$ cat config.mk
export PLATFORM = sky130hd
export DESIGN_NAME = fetch_unit_flat
export DESIGN_NICKNAME = d
export VERILOG_FILES = /design/src/rtl/fetch_unit_if.sv /design/src/rtl/fetch_unit.sv /design/src/flat_wrapper.sv
export SDC_FILE = /design/constraint.sdc
export NUM_CORES = 1
export LEC_CHECK = 0
export CORE_MARGIN = 4
export CORE_UTILIZATION = 40
export DETAILED_ROUTE_END_ITERATION = 12
export PLACE_DENSITY = 0.81
export SYNTH_ARGS = -nofsm -noshare
export SYNTH_HDL_FRONTEND = slang
export SYNTH_SLANG_ARGS = --single-unit
$ cat constraint.sdc
create_clock -name clk -period 1.8 [get_ports clk]
set_clock_uncertainty 0.05 [all_clocks]
set_input_delay 0.36 -clock clk [delete_from_list [all_inputs] [get_ports clk]]
set_output_delay 0.36 -clock clk [all_outputs]
set_load 0.05 [all_outputs]
$ cat src/rtl/fetch_unit_if.sv
// Fetch-stage bus: run control from the CPU, program-memory address/data,
// and the opcode/enable hand-off to the control unit.
interface fetch_unit_if #(
  parameter int PC_WIDTH    = 10,
  parameter int INSTR_WIDTH = 16
);
  logic                   start;
  logic                   stall;
  logic                   s_inc;
  logic [INSTR_WIDTH-1:0] instr;
  logic [PC_WIDTH-1:0]    pc;
  logic [5:0]             opcode;
  logic                   exec_en;
  logic                   running;
  logic                   halted;
  logic                   stack_err;

  modport master (
    input  start, stall, s_inc, instr,
    output pc, opcode, exec_en, running, halted, stack_err
  );

  modport slave (
    output start, stall, s_inc, instr,
    input  pc, opcode, exec_en, running, halted, stack_err
  );
endinterface

$ cat src/rtl/fetch_unit.sv
// Instruction fetch/sequencing: PC, IDLE/RUN/HALTED control and next-PC select.
// Define FETCH_STACK_EN to add the CALL/RET hardware return stack.
module fetch_unit #(
  parameter int PC_WIDTH    = 10,
  parameter int INSTR_WIDTH = 16,
  parameter int STACK_DEPTH = 4
) (
  input  logic         clk,
  input  logic         reset,
  fetch_unit_if.master bus
);
  localparam logic [5:0]          OP_HALT = 6'b001111;
  localparam logic [PC_WIDTH-1:0] PC_ONE  = 1;

  typedef enum logic [1:0] {S_IDLE, S_RUN, S_HALTED} state_t;

  state_t              state_q, state_d;
  logic [PC_WIDTH-1:0] pc_q, pc_d;
  logic [PC_WIDTH-1:0] pc_inc;
  logic [PC_WIDTH-1:0] target;
  logic                exec_en;

  assign bus.opcode  = bus.instr[INSTR_WIDTH-1 -: 6];
  assign target      = bus.instr[PC_WIDTH-1:0];
  assign pc_inc      = pc_q + PC_ONE;
  assign bus.pc      = pc_q;
  assign bus.exec_en = exec_en;
  assign bus.running = (state_q == S_RUN);
  assign bus.halted  = (state_q == S_HALTED);

`ifdef FETCH_STACK_EN
  localparam logic [5:0] OP_CALL = 6'b001100;
  localparam logic [5:0] OP_RET  = 6'b001101;
  localparam int         SPW     = $clog2(STACK_DEPTH);
  localparam logic [SPW:0] SP_FULL = STACK_DEPTH[SPW:0];
  localparam logic [SPW:0] SP_ONE  = 1;

  // One spare pointer bit distinguishes full from empty.
  logic [PC_WIDTH-1:0] stack_mem [STACK_DEPTH];
  logic [SPW:0]        sp_q, sp_d, sp_dec;
  logic                push;
  logic                stack_err_q, stack_err_d;

  assign sp_dec        = sp_q - SP_ONE;
  assign bus.stack_err = stack_err_q;

  always_ff @(posedge clk) begin
    if (push) begin
      stack_mem[sp_q[SPW-1:0]] <= pc_inc;
    end
  end

  always_ff @(posedge clk or negedge reset) begin
    if (!reset) begin
      sp_q        <= '0;
      stack_err_q <= 1'b0;
    end else begin
      sp_q        <= sp_d;
      stack_err_q <= stack_err_d;
    end
  end
`else
  assign bus.stack_err = 1'b0;
`endif

  always_ff @(posedge clk or negedge reset) begin
    if (!reset) begin
      state_q <= S_IDLE;
      pc_q    <= '0;
    end else begin
      state_q <= state_d;
      pc_q    <= pc_d;
    end
  end

  always_comb begin
    state_d = state_q;
    pc_d    = pc_q;
    exec_en = 1'b0;
`ifdef FETCH_STACK_EN
    sp_d        = sp_q;
    push        = 1'b0;
    stack_err_d = stack_err_q;
`endif
    case (state_q)
      S_IDLE: begin
        pc_d = '0;
        if (bus.start) state_d = S_RUN;
      end
      S_RUN: begin
        if (!bus.stall) begin
          if (bus.opcode == OP_HALT) begin
            state_d = S_HALTED;
`ifdef FETCH_STACK_EN
          end else if (bus.opcode == OP_CALL) begin
            if (sp_q == SP_FULL) begin
              stack_err_d = 1'b1;
              state_d     = S_HALTED;
            end else begin
              exec_en = 1'b1;
              push    = 1'b1;
              sp_d    = sp_q + SP_ONE;
              pc_d    = target;
            end
          end else if (bus.opcode == OP_RET) begin
            if (sp_q == '0) begin
              stack_err_d = 1'b1;
              state_d     = S_HALTED;
            end else begin
              exec_en = 1'b1;
              sp_d    = sp_dec;
              pc_d    = stack_mem[sp_dec[SPW-1:0]];
            end
`endif
          end else begin
            exec_en = 1'b1;
            pc_d    = bus.s_inc ? pc_inc : target;
          end
        end
      end
      S_HALTED: begin
        if (!bus.start) begin
          state_d = S_IDLE;
          pc_d    = '0;
        end
      end
      default: state_d = S_IDLE;
    endcase
  end
endmodule

$ cat src/flat_wrapper.sv
// flat-port wrapper written by rule: the top's interface ports become plain ports
module fetch_unit_flat 
#(
  parameter int PC_WIDTH    = 10,
  parameter int INSTR_WIDTH = 16,
  parameter int STACK_DEPTH = 4
)
  (clk, reset, bus_start, bus_stall, bus_s_inc, bus_instr, bus_pc, bus_opcode, bus_exec_en, bus_running, bus_halted, bus_stack_err);
  fetch_unit_if #(.PC_WIDTH(PC_WIDTH), .INSTR_WIDTH(INSTR_WIDTH)) bus_i ();
  input  logic clk;
  input  logic reset;
  input wire logic [$bits(bus_i.start)-1:0] bus_start;
  input wire logic [$bits(bus_i.stall)-1:0] bus_stall;
  input wire logic [$bits(bus_i.s_inc)-1:0] bus_s_inc;
  input wire logic [$bits(bus_i.instr)-1:0] bus_instr;
  output wire logic [$bits(bus_i.pc)-1:0] bus_pc;
  output wire logic [$bits(bus_i.opcode)-1:0] bus_opcode;
  output wire logic [$bits(bus_i.exec_en)-1:0] bus_exec_en;
  output wire logic [$bits(bus_i.running)-1:0] bus_running;
  output wire logic [$bits(bus_i.halted)-1:0] bus_halted;
  output wire logic [$bits(bus_i.stack_err)-1:0] bus_stack_err;
  assign bus_i.start = bus_start;
  assign bus_i.stall = bus_stall;
  assign bus_i.s_inc = bus_s_inc;
  assign bus_i.instr = bus_instr;
  assign bus_pc = bus_i.pc;
  assign bus_opcode = bus_i.opcode;
  assign bus_exec_en = bus_i.exec_en;
  assign bus_running = bus_i.running;
  assign bus_halted = bus_i.halted;
  assign bus_stack_err = bus_i.stack_err;
  fetch_unit #(.PC_WIDTH(PC_WIDTH), .INSTR_WIDTH(INSTR_WIDTH), .STACK_DEPTH(STACK_DEPTH)) u_core (.clk(clk), .reset(reset), .bus(bus_i));
endmodule
==> summary.md <==
| Metric | Value |
|---|---|
| Main synth FF type | dfrtp_1 |
| WS Path Type | flop to output pin |
| Sw power | 0.479 mW |
| Combinational power share | 0.492 |
| Routed len/inst | roughly 15 µm |
| Initial DRC count | 17 |
| Die H | 54.7 µm |
| Nets | ~170 |
| PwrDens | just under 800 nW/µm² |
| Min cycle time layout | around 1800 ps |
| Vias in the first global route | 936 |
| Internal Power | 0.622 mW |
| Largest net degree at the start of global routing | 16 |
| Core area | 2020 µm² |
| Sink Count | 12 |
| I/O pin count | 41 |
| Final setup fails | 0 |
| Syn Nets | 117 |
| Async SR Flop Fraction | 1.00 |
| Clock Tree Root | clkbuf_4 |
| Row Count | 16 |
| Slew Limit Fails | 0 |
| Die width | 54.7 µm |
| Leakage | 0.621 nW |
| CP required | 1390 ps |
| Max-cap violations | 0 |
| Clock-pin slew on the worst setup and hold paths | approximately 80 ps |
| Crit. End Element | output pin |
| HP Class | primary input to asynchronous set/reset pin |
| First-pass GRT wire length | between 3 and 4 mm |
| Synth area leader | dfrtp_1 |
| Fmax | 0.569 GHz |
| Synth warnings | 0 |
| WP data arrival | roughly 1400 ps |
| Clock power frac | 0.164 |
| DRT Pass-1 Iters | 4 |
| Worst setup SP type | flop |
| RSZ-0062 raised after global routing | no |
| Period utilization | 0.976 |
| Status | finished clean |
| Routed via count | 907 |
| Post-synthesis sequential element count | 12 |
| Final Hold Fails | 0 |
| Worst slew pin tran | 550 ps |
| Clk_lat worst skew | 280 ps |
| Layout area overhead | 63.6% |
| Synth Instances | 95 |
| Slew HR | 0.632 |
| Die ar. | 2990 µm² |
| Crit Path Max Fanout | 6 |
| Maximum buffer depth of the clock tree | 2 |
| Initial Util | 0.431 |
| Post-synth cell types | 35 |
| Post-synth top area share | 0.345 |
| Detailed placement HPWL | 1.91 mm |
| Mapped Area | between 800 and 900 µm² |
| CTS tree | yes |
| Via density | 5.37 |
| Grt ovf | 0 |
| DRC viols | 0 |
| Antenna violations before repair | 0 |
| Total Power | 1.10 mW |
| Final WL | 2.50 mm |
| Avg Cell Area, Syn | a little over 9 µm² |
| GP Congestion | between 0.8 and 0.9 |
| Share of cells above drive strength 1 | 0.338 |
| Switching Fraction | 0.435 |
| Worst IR drop on VDD | 0.480 mV |
| Final ANT Viol Nets | 0 |
| Synth area leaders | dfrtp_1 (34%), buf_4 (6.0%), nand3_1 (4.6%) |
| Final Util | 0.705 |
| Total track usage | 0.182 |
| # port buffers | 39 |
| Sequential area share after synthesis | 0.345 |
| Number of buffers created by CTS | 3 |
| Seq pwr share | 0.344 |
| H-tree depth | 1 |
| Number of synthesized flops with an enable pin | 0 |
| FILL cells | approximately 160 |
| Diodes inserted | 0 |
## cell usage after synthesis, drive strengths merged (2+ instances only)
cell	number
a211oi	2
a21oi	2
a22o	4
and4	2
buf	9
clkbuf	3
dfrtp	12
inv	3
mux2i	2
nand2	7
nand2b	3
nand3	8
nand3b	4
nand4	2
nor2	6
nor3	2
o211ai	4
o31ai	2
xnor2	3
xor2	3
## sequential cells by signal, summed over array words and instances, names as in the netlist
signal / flops
u_core.bus.pc: 10
u_core.state_q: 2
## worst paths after layout
check,end,startpoint,slack (ps),depth (start not counted)
hold / removal,u_core.bus.pc[5],reset,380,1
min in group clk,u_core.bus.pc[8],u_core.bus.pc[8],500,1
setup / recovery,bus_exec_en,u_core.state_q[0],40,3
setup reg to reg,u_core.bus.pc[8],u_core.bus.pc[0],150,5
max in group asynchronous,u_core.bus.pc[0],reset,920,1
hold reg to reg,u_core.bus.pc[8],u_core.bus.pc[8],500,1
## power groups by stage
stage,clock network (mW),registers [mW],logic (mW)
4_1_cts,0.178,0.378,0.543
2_1_floorplan,0,0.519,0.197
5_1_grt,0.193,0.389,0.573
3_5_place_dp,0,0.383,0.542
3_3_place_gp,0,0.380,0.530
6_report,0.181,0.378,0.542
## critical path, stage by stage, from the launching register on
cell and delay (ps):
dfrtp_1 490, nand2b_4 100, a211oi_4 310, buf_12 180
## through the flow
stage / cell area (µm²) / hold WS, ps / setup TNS, ps / worst slack (ps) / instances
after detailed placement: 1370 / 445 / -2460 / -255 / 161
after global placement: 1370 / 429 / -2190 / -229 / 161
after global routing: 1430 / 428 / 0 / 13.0 / 169
after CTS: 1400 / 408 / 0 / 5.18 / 167
after floorplan: 873 / 14.4 / 0 / 7.87 / 95
final: 1430 / 383 / 0 / 43.3 / 169
## repair_timing
item | in CTS | in global routing
pin swaps | 2 | 1
endpoints found under the setup margin | 1 | 2
buffers inserted | 2 | 2
gates resized for setup | 7 | 2
hold buffers | 0 | 0
## logic make-up after synthesis
family / count (synthesis) / synth area share
other: 1 / 0.00431
muxes: 2 / 0.0230
adders and majority gates: 1 / 0.0144
xor gates and xnor gates: 6 / 0.0604
AOI/OAI and AO/OA: 21 / 0.210
and+or+nand+nor: 37 / 0.231
buffers and inverters: 15 / 0.112
DFF: 12 / 0.345
## routing by layer
metal	up-vias	wire, µm	track usage
met5	-	0	0
met2	41	1250	0.329
met1	432	969	0.197
met3	2	260	0.0654
met4	0	16	0.0456
li1	432	-	-
## area by class of cell
class                   count  area, µm²  share of cell area
clock buffers               4       26.3              0.0184
inverters                   3       11.3             0.00790
multi-input cells          68        483               0.339
flip-flops and latches     12        303               0.212
repair buffers             55        568               0.399
well taps                  27       33.8              0.0237
## cell usage in the layout (no fill, tap or decap), drive strengths merged, types with 3 or more instances in the layout
| master | instances |
|---|---|
| clkdlybuf4s50 | 14 |
| dfrtp | 12 |
| nand3 | 8 |
| clkbuf | 4 |
| dlygate4sd2 | 6 |
| nand3b | 4 |
| xnor2 | 3 |
| buf | 35 |
| o211ai | 4 |
| nand2b | 3 |
| nand2 | 7 |
| a22o | 4 |
| inv | 3 |
| xor2 | 3 |
| nor2 | 6 |
Power figures use the tool's default switching activity.
